===== src/rtl/shift_add_mult_pkg.sv =====
// rtl/shift_add_mult_pkg.sv - shared types and defaults for the shift-add multiplier
// Contents:
//   DEFAULT_WIDTH : default operand width in bits
//   state_e       : IDLE / RUN / DONE controller states
package shift_add_mult_pkg;

  localparam int DEFAULT_WIDTH = 8;

  typedef enum logic [1:0] {
    IDLE = 2'd0,
    RUN  = 2'd1,
    DONE = 2'd2
  } state_e;

endpackage


===== src/rtl/shift_add_multiplier.sv =====
// rtl/shift_add_multiplier.sv - sequential shift-and-add multiplier, fixed WIDTH-cycle iteration
// Configuration macro: SHIFT_ADD_MULT_SIGNED_EN (defined = two's complement operands,
//                      undefined = unsigned only)
// Ports:
//   clk_in  in   clock, rising edge
//   rst_in  in   synchronous active-high reset
//   start   in   begin a multiply (sampled only while ready=1)
//   x       in   WIDTH-bit multiplicand
//   y       in   WIDTH-bit multiplier
//   product out  2*WIDTH-bit result, held from done until the next accepted start completes
//   ready   out  high in IDLE
//   done    out  one-cycle pulse, product valid
module shift_add_multiplier
  import shift_add_mult_pkg::*;
#(
  parameter int WIDTH = DEFAULT_WIDTH
) (
  input  logic                 clk_in,
  input  logic                 rst_in,
  input  logic                 start,
  input  logic [WIDTH-1:0]     x,
  input  logic [WIDTH-1:0]     y,
  output logic [2*WIDTH-1:0]   product,
  output logic                 ready,
  output logic                 done
);

  localparam logic [WIDTH-1:0] LAST_ITER = WIDTH'(WIDTH - 1);

  state_e               state_q, state_d;
  logic [WIDTH-1:0]     cnt_q, cnt_d;
  logic [2*WIDTH-1:0]   mcand_q, mcand_d;
  logic [WIDTH-1:0]     mplier_q, mplier_d;
  logic [2*WIDTH-1:0]   acc_q, acc_d;
  logic [2*WIDTH-1:0]   product_q, product_d;
  logic [WIDTH-1:0]     mag_x, mag_y;
  logic [2*WIDTH-1:0]   result;

`ifdef SHIFT_ADD_MULT_SIGNED_EN
  logic neg_q, neg_d;

  // Magnitude of the most negative value wraps to 2^(WIDTH-1), which is still
  // exact when read back as an unsigned WIDTH-bit number.
  always_comb begin
    mag_x = x[WIDTH-1] ? (~x + WIDTH'(1)) : x;
    mag_y = y[WIDTH-1] ? (~y + WIDTH'(1)) : y;
    neg_d = neg_q;
    if (state_q == IDLE && start) begin
      neg_d = x[WIDTH-1] ^ y[WIDTH-1];
    end
  end

  always_ff @(posedge clk_in) begin
    if (rst_in) begin
      neg_q <= 1'b0;
    end else begin
      neg_q <= neg_d;
    end
  end

  assign result = neg_q ? (~acc_d + (2*WIDTH)'(1)) : acc_d;
`else
  always_comb begin
    mag_x = x;
    mag_y = y;
  end

  assign result = acc_d;
`endif

  always_comb begin
    state_d   = state_q;
    cnt_d     = cnt_q;
    mcand_d   = mcand_q;
    mplier_d  = mplier_q;
    acc_d     = acc_q;
    product_d = product_q;
    unique case (state_q)
      IDLE: begin
        if (start) begin
          state_d  = RUN;
          cnt_d    = '0;
          mcand_d  = {{WIDTH{1'b0}}, mag_x};
          mplier_d = mag_y;
          acc_d    = '0;
        end
      end
      RUN: begin
        acc_d    = acc_q + (mplier_q[0] ? mcand_q : '0);
        mcand_d  = mcand_q << 1;
        mplier_d = mplier_q >> 1;
        cnt_d    = cnt_q + WIDTH'(1);
        if (cnt_q == LAST_ITER) begin
          // Final add is folded into the result on the same edge that enters DONE.
          state_d   = DONE;
          product_d = result;
        end
      end
      DONE: begin
        state_d = IDLE;
      end
      default: begin
        state_d = IDLE;
      end
    endcase
  end

  always_ff @(posedge clk_in) begin
    if (rst_in) begin
      state_q   <= IDLE;
      cnt_q     <= '0;
      mcand_q   <= '0;
      mplier_q  <= '0;
      acc_q     <= '0;
      product_q <= '0;
    end else begin
      state_q   <= state_d;
      cnt_q     <= cnt_d;
      mcand_q   <= mcand_d;
      mplier_q  <= mplier_d;
      acc_q     <= acc_d;
      product_q <= product_d;
    end
  end

  assign product = product_q;
  assign ready   = (state_q == IDLE);
  assign done    = (state_q == DONE);

endmodule

===== config.mk =====
export PLATFORM = sky130hd
export DESIGN_NAME = shift_add_multiplier
export DESIGN_NICKNAME = d
export VERILOG_FILES = /design/src/rtl/shift_add_mult_pkg.sv /design/src/rtl/shift_add_multiplier.sv
export SDC_FILE = /design/constraint.sdc
export NUM_CORES = 1
export LEC_CHECK = 0
export ABC_AREA = 1
export BUFFER_PORTS_ARGS = -buffer_cell sky130_fd_sc_hd__buf_4
export CAP_MARGIN = 10
export CELL_PAD_IN_SITES_DETAIL_PLACEMENT = 0
export CELL_PAD_IN_SITES_GLOBAL_PLACEMENT = 1
export CORE_MARGIN = 5
export CORE_UTILIZATION = 42
export DETAILED_ROUTE_END_ITERATION = 12
export GPL_ROUTABILITY_DRIVEN = 1
export PLACE_DENSITY = 0.84
export SYNTH_ARGS = -nofsm -noshare
export SYNTH_HDL_FRONTEND = slang
export SYNTH_SLANG_ARGS = --single-unit

===== constraint.sdc =====
create_clock -name clk_in -period 2.95 [get_ports clk_in]
set_input_delay 0.1475 -clock clk_in [delete_from_list [all_inputs] [get_ports clk_in]]
set_output_delay 0.1475 -clock clk_in [all_outputs]
set_load 0.01 [all_outputs]

==> impl_metrics.env, run 1 <==
export IMPL_avgSynthCellArea_um2=6.609
export IMPL_portBuffers=36
export IMPL_hold_viol_final=0
export IMPL_wl_um=8855
export IMPL_final_cell_mix="149 x nand2_1, 109 x inv_1, 66 x dfxtp_1"
export IMPL_whs_path_depth=3
export IMPL_drive_above_1_share=0.1311
export IMPL_vias=3545
export IMPL_cts_resized=0
export IMPL_row_count=34
export IMPL_crit_top_cell="nand2_1"
export IMPL_dp_hpwl_um=6342
export IMPL_syn_nets=614
export IMPL_cts_tree="yes"
export IMPL_cp_num_buf_inv=3
export IMPL_drt_iter0_drc=178
export IMPL_fmax_ghz=0.4624
export IMPL_path_cells="buf_4, nand2_1, inv_1, ha_1, fa_1, nand2_1, a21oi_1, nand2_1, nand2_1, nand2_1, nand3_1, o21ai_0, o21ai_0, inv_1"
export IMPL_timing_final_crit_share=0.7330
export IMPL_ant_nets=0
export IMPL_cts_made_buffers=9
export IMPL_synth_edff_count=0
export IMPL_finalSetupViolations=0
export IMPL_n_fill_cell=918
export IMPL_hp_class="in -> reg"
export IMPL_drv_cap=0
export IMPL_cp_start_kind="flop"
export IMPL_synth_top_area_share=0.3459
export IMPL_rr_worst_depth=14
export IMPL_ys_seq_elements=66
export IMPL_layout_commonest_cell="nand2_1"
export IMPL_dieHeight_um=105.4
export IMPL_synth_ff_type="dfxtp_1"
export IMPL_hold_buffers=0
export IMPL_final_max_slew_viol_count=0
export IMPL_grt_setup_unrepaired="false"
export IMPL_slowest_stage="a21oi_1"
export IMPL_p_leak_nw=2.243
export IMPL_tns_ns=0
export IMPL_grt_max_degree=49
export IMPL_synthTopCellsByArea="dfxtp_1 35%, nand2_1 15%, inv_1 11%"
export IMPL_p_per_area_nw_per_um2=428.0
export IMPL_synth_async_reset_ratio=0
export IMPL_cts_root_buf="clkbuf_8"
export IMPL_multiInputGateArea_um2=1949
export IMPL_slew_headroom=0.5647
export IMPL_initial_core_util=0.4338
export IMPL_die_x_um=105.4
export IMPL_cts_htree_levels=3
export IMPL_cts_max_path_buffers=2
export IMPL_num_nets_final=642
export IMPL_placed_cell_area_um2=4121
export IMPL_endpoint_kind="flop"
export IMPL_tightest_slew_ns=0.6519
export IMPL_finalClockSkew_ns=0.01404
export IMPL_yosysSeqAreaShare=0.3459
export IMPL_path_depth=14
export IMPL_drcViolationCount=0
export IMPL_grt_pass1_wl_um=15280
export IMPL_yosysWarnings=0
export IMPL_syn_to_final_growth_pct=12.97
export IMPL_regArea_um2=1321
export IMPL_globalRouteTotalUtil=0.1688
export IMPL_finalNonFillerCells=718
export IMPL_clkTransAtPathRegs_ns=0.07
export IMPL_yosys_area_top_type="dfxtp_1"
export IMPL_peakVddDrop_mv=0.2353
export IMPL_slowest_delay_ns=0.34
export IMPL_core_um2=8806
export IMPL_grt_antenna_before_repair=0
export IMPL_wl_per_cell_um=12.33
export IMPL_crit_fanout=17
export IMPL_grt_pass1_vias=3318
export IMPL_viasPerCell=4.937
export IMPL_dp_cells=703
export IMPL_gp_congestion=0.9114
export IMPL_cts_sinks=66
export IMPL_stdcell_area_um2=4315
export IMPL_critical_path_class="reg -> reg"
export IMPL_dieArea_um2=11100
export IMPL_worstPathRequired_ns=3.19
export IMPL_period_needed_ns=2.162
export IMPL_netlist_area_um2=3820
export IMPL_synth_cell_types=37
export IMPL_synth_cells=578
export IMPL_post_cts_repair_setup_buffers=0
export IMPL_final_util=0.4901
export IMPL_cp_data_arrival_time_ns=2.40
export IMPL_io_pins=37
export IMPL_grt_overflow=0
export IMPL_status="completed"
export IMPL_dr_pass1_iters=5
export IMPL_diodes=0
export IMPL_cpLargestDelayFamily="compound AO/OA/AOI/OAI gates"
export IMPL_clock_latency_ns=0.34
## synth_stat cells (4+ instances only)
| library cell | number |
|---|---|
| nor2_2 | 14 |
| nand3_1 | 46 |
| nand2_1 | 149 |
| o21ai_0 | 23 |
| inv_1 | 109 |
| clkbuf_1 | 12 |
| nand4_1 | 6 |
| a21oi_1 | 23 |
| buf_4 | 4 |
| ha_1 | 16 |
| nand3b_1 | 6 |
| buf_2 | 4 |
| a22oi_1 | 16 |
| dfxtp_1 | 66 |
| nor3_1 | 4 |
| nor2_1 | 48 |
## registers in the layout, indices dropped and copies added, names as in the netlist
| register | cells |
|---|---|
| state_q | 2 |
| mplier_q | 8 |
| cnt_q | 8 |
| mcand_q | 16 |
| product | 16 |
| acc_q | 16 |
## kinds of logic after synthesis
group                    Yosys count  synth area share
AND/OR/NAND/NOR                  280            0.3203
buffers and inverters            134            0.1438
AO/OA/AOI/OAI                     80            0.1300
flip-flops                        66            0.3459
adder cells (fa/ha/maj)           17           0.05765
XOR/XNOR                           1          0.002293
## routing by layer
layer,vias up,part of all wire,global-route usage
li1,1882,-,-
met1,1593,0.49,0.2191
met2,61,0.46,0.2801
met3,9,0.045,0.02934
met4,0,0.0084,0.06373
met5,-,0,0
## final timing paths
| check | slack [ns] | startpoint | endpoint |
|---|---|---|---|
| max | 0.79 | mplier_q[0]$_SDFFE_PP0P_ | product[8]$_SDFFE_PP0P_ |
| min | 0.08 | y[7] | mplier_q[7]$_SDFFE_PP0P_ |
| max reg2reg | 0.79 | mplier_q[0]$_SDFFE_PP0P_ | product[8]$_SDFFE_PP0P_ |
| min reg2reg | 0.47 | mplier_q[7]$_SDFFE_PP0P_ | mplier_q[7]$_SDFFE_PP0P_ |
## area by class of cell
cell class,count,share of cell area
clock inverter,4,0.01218
tap,108,0.03131
multi-input combinational,378,0.4517
clock buffer,11,0.03276
sequential,66,0.3062
inverter,112,0.09800
timing repair buffer,39,0.06785
## worst reg2reg max path, stage by stage, from the launching register on
cell and delay [ns]:
dfxtp_1 0.31, buf_4 0.19, nand2_1 0.07, inv_1 0.06, ha_1 0.19, fa_1 0.21, nand2_1 0.09, a21oi_1 0.34
nand2_1 0.13, nand2_1 0.09, nand2_1 0.05, nand3_1 0.06, o21ai_0 0.10, o21ai_0 0.15, inv_1 0.05
## stage by stage
step           power [W]  hold WS (ns)  worst slack [ns]
6_report        0.001847       0.08189            0.7875
5_1_grt         0.001926       0.08430            0.4730
4_1_cts         0.001864       0.06775            0.7997
3_5_place_dp    0.001105        0.4389            0.8006
3_3_place_gp    0.001102        0.4365            0.8486
2_1_floorplan   0.001057        0.3156            0.7456
## power breakdown
group	leakage [nW]	internal (W)	total [W]	switching [W]
clock	0.0877	0.000409	0.000765	0.000356
sequential	0.535	0.000910	0.000923	0.0000125
combinational	1.62	0.0000524	0.000159	0.000106
total	2.24	0.00137	0.00185	0.000475
Note: power is estimated with default switching activity, not from simulation.
==> inputs of run 2 (changes only) <==
ABC_AREA = 0   (was 1)
CORE_UTILIZATION = 44   (was 42)
clock period = 2 ns   (was 2.95 ns; I/O delays follow)
==> run 2 against run 1 <==
The flow now finishes with violations (negative setup slack). Clock power is 99% higher. Critical path depth decreased by 5. Combinational power is 99% higher. Synthesized cell count down 30%. Sequential power is 48% higher. Clock skew shrank 0.0018 ns. Fmax is 6.9% lower. Via count is 6.1% lower. Clock-buffer cell count fell by 1. Die area decreased by 14%. Register-to-register slack got worse by 1.1 ns. Area after synthesis decreased by 11%. Highest routed layer unchanged.
==> impl_metrics.env, run 2 <==
export IMPL_diodes=0
export IMPL_synth_cells=406
export IMPL_timing_final_crit_share=1.161
export IMPL_synth_ff_type="dfxtp_1"
export IMPL_synth_edff_count=0
export IMPL_initial_core_util=0.4452
export IMPL_dr_pass1_iters=5
export IMPL_vias=3329
export IMPL_io_pins=37
export IMPL_wl_per_cell_um=15.57
export IMPL_synth_most_common_cell="nor2_1"
export IMPL_dp_hpwl_um=6160
export IMPL_synthTopCellsByArea="dfxtp_1 39%, nor2_1 7.5%, ha_1 5.9%"
export IMPL_n_fill_cell=662
export IMPL_yosysSeqAreaShare=0.3901
export IMPL_worstPathRequired_ns=2.23
export IMPL_tns_ns=-3.840
export IMPL_cp_data_arrival_time_ns=2.55
export IMPL_final_max_slew_viol_count=0
export IMPL_portBuffers=36
export IMPL_drcViolationCount=0
export IMPL_yosysWarnings=0
export IMPL_syn_nets=442
export IMPL_p_leak_nw=2.007
export IMPL_drive_above_1_share=0.3122
export IMPL_yosys_top_cells_count="68 x nor2_1, 66 x dfxtp_1, 23 x nand2_1"
export IMPL_cts_root_buf="clkbuf_8"
export IMPL_yosys_area_top_type="dfxtp_1"
export IMPL_die_x_um=97.74
export IMPL_clock_latency_ns=0.35
export IMPL_cp_start_kind="flop"
export IMPL_clkTransAtPathRegs_ns=0.08
export IMPL_layout_commonest_cell="buf_4"
export IMPL_ys_seq_elements=66
export IMPL_grt_pass1_wl_um=15010
export IMPL_regArea_um2=1323
export IMPL_r2r_start="mcand_q[0]$_SDFFE_PP0P_"
export IMPL_peakVddDrop_mv=0.3526
export IMPL_total_power_w=0.003208
export IMPL_dieArea_um2=9552
export IMPL_dieHeight_um=97.74
export IMPL_hp_start="y[7]"
export IMPL_grt_overflow=0
export IMPL_final_cell_mix="86 x buf_4, 67 x nor2_1, 65 x dfxtp_1"
export IMPL_globalRouteTotalUtil=0.1903
export IMPL_synth_top_area_share=0.3901
export IMPL_whs_ns=0.02359
export IMPL_core_um2=7607
export IMPL_gp_congestion=0.8707
export IMPL_netlist_area_um2=3387
export IMPL_cts_made_buffers=9
export IMPL_period_needed_ns=2.323
export IMPL_row_count=32
export IMPL_wl_um=9217
export IMPL_critical_path_class="reg -> reg"
export IMPL_grt_antenna_before_repair=0
export IMPL_cts_tree="yes"
export IMPL_dp_slack_ns=-0.4478
export IMPL_avgSynthCellArea_um2=8.342
export IMPL_critPathLaunch="mcand_q[0]$_SDFFE_PP0P_"
export IMPL_syn_to_final_growth_pct=38.83
export IMPL_p_per_area_nw_per_um2=682.4
export IMPL_violations="negative setup slack"
export IMPL_synth_async_reset_ratio=0
export IMPL_drt_iter0_drc=132
export IMPL_multiInputGateArea_um2=2195
export IMPL_endpoint_kind="flop"
export IMPL_fmax_ghz=0.4305
export IMPL_finalClockSkew_ns=0.01227
export IMPL_synth_cell_types=52
export IMPL_ant_nets=0
export IMPL_grt_setup_unrepaired="true"
export IMPL_cts_htree_levels=3
export IMPL_viasPerCell=5.623
export IMPL_cts_max_path_buffers=2
export IMPL_tightest_slew_ns=0.6459
export IMPL_layout_setup_ws_ns=-0.3228
export IMPL_grt_max_degree=47
export IMPL_cts_sinks=66
export IMPL_grt_pass1_vias=3178
export IMPL_crit_fanout=4
export IMPL_num_nets_final=521
export IMPL_drv_cap=0
export IMPL_finalSetupViolations=19
export IMPL_hp_class="in -> reg"
export IMPL_slew_headroom=0.5678
export IMPL_status="complete, but fails checks"
export IMPL_hold_viol_final=0
==> run 2: cell count changes after synthesis, moves of 6 or more <==
cell	delta
a221oi_1	+7
nand3_1	-36
o21ai_0	-16
nor2_2	-13
a21o_1	+8
o22ai_1	+7
xnor2_1	+6
nor2_1	+20
and2_1	+15
inv_1	-96
clkbuf_1	+6
nand2_1	-126
a211oi_1	+15
==> run 2: timing repair <==
| item | 4_1_cts | 5_1_grt |
|---|---|---|
| gates resized for setup | 23 | 19 |
| hold buffers | 0 | 0 |
| pin swaps | 18 | 10 |
| endpoints found under the setup margin | 22 | 22 |
| buffers inserted | 4 | 4 |
==> run 2: area by class of cell <==
cell class              instances  share of cell area
clock buffers                  10             0.02927
clock inverters                 6             0.02900
inverters                      14             0.01118
multi-input cells             302              0.4667
flip-flops and latches         66              0.2813
well taps                     102             0.02714
repair buffers                 92              0.1554
==> run 2: critical path, stage by stage, from the launching register on <==
cell and delay, ns:
dfxtp_1 0.32, and2_4 0.16, ha_4 0.16, fa_2 0.36, a21o_1 0.22, a221oi_4 0.32
o21bai_1 0.17, a32oi_2 0.28, or4_1 0.16, nand3_1 0.07
==> run 2: kinds of logic after synthesis <==
kind of cell               count (synthesis)  share of synthesized area
AOI/OAI and AO/OA                        118                     0.2516
xor gates and xnor gates                  11                    0.02844
adders and majority gates                 17                    0.06502
buffers and inverters                     38                    0.04433
DFF                                       66                     0.3901
muxes                                      1                   0.002955
and+or+nand+nor                          155                     0.2176
==> run 2: worst paths after layout <==
| check | depth (start not counted) | slack, ns | end |
|---|---|---|---|
| worst min register to register | 2 | 0.45 | product[12]$_SDFFE_PP0P_ |
| worst max-delay path | 9 | -0.32 | acc_q[14]$_SDFF_PP0_ |
| worst max register to register | 9 | -0.32 | acc_q[14]$_SDFF_PP0_ |
| worst min-delay path | 3 | 0.02 | mplier_q[7]$_SDFFE_PP0P_ |
==> run 2: through the flow <==
step / instances / area [µm²] / util
final: 592 / 4702 / 0.6181
after global placement: 568 / 4125 / 0.5423
after CTS: 588 / 4561 / 0.5995
after global routing: 592 / 4702 / 0.6181
after floorplan: 406 / 3443 / -
after detailed placement: 568 / 4125 / 0.5423
==> run 2: layer usage <==
metal | part of all wire | wire [µm] | global-route usage
met5 | 0 | 0 | 0
met4 | 0.016 | 145 | 0.05964
met3 | 0.046 | 426 | 0.04214
met2 | 0.48 | 4409 | 0.3031
met1 | 0.46 | 4236 | 0.2579
==> run 2: power by group <==
group          internal [W]  switching [W]
sequential          0.00135      0.0000190
clock              0.000993       0.000531
combinational      0.000142       0.000174
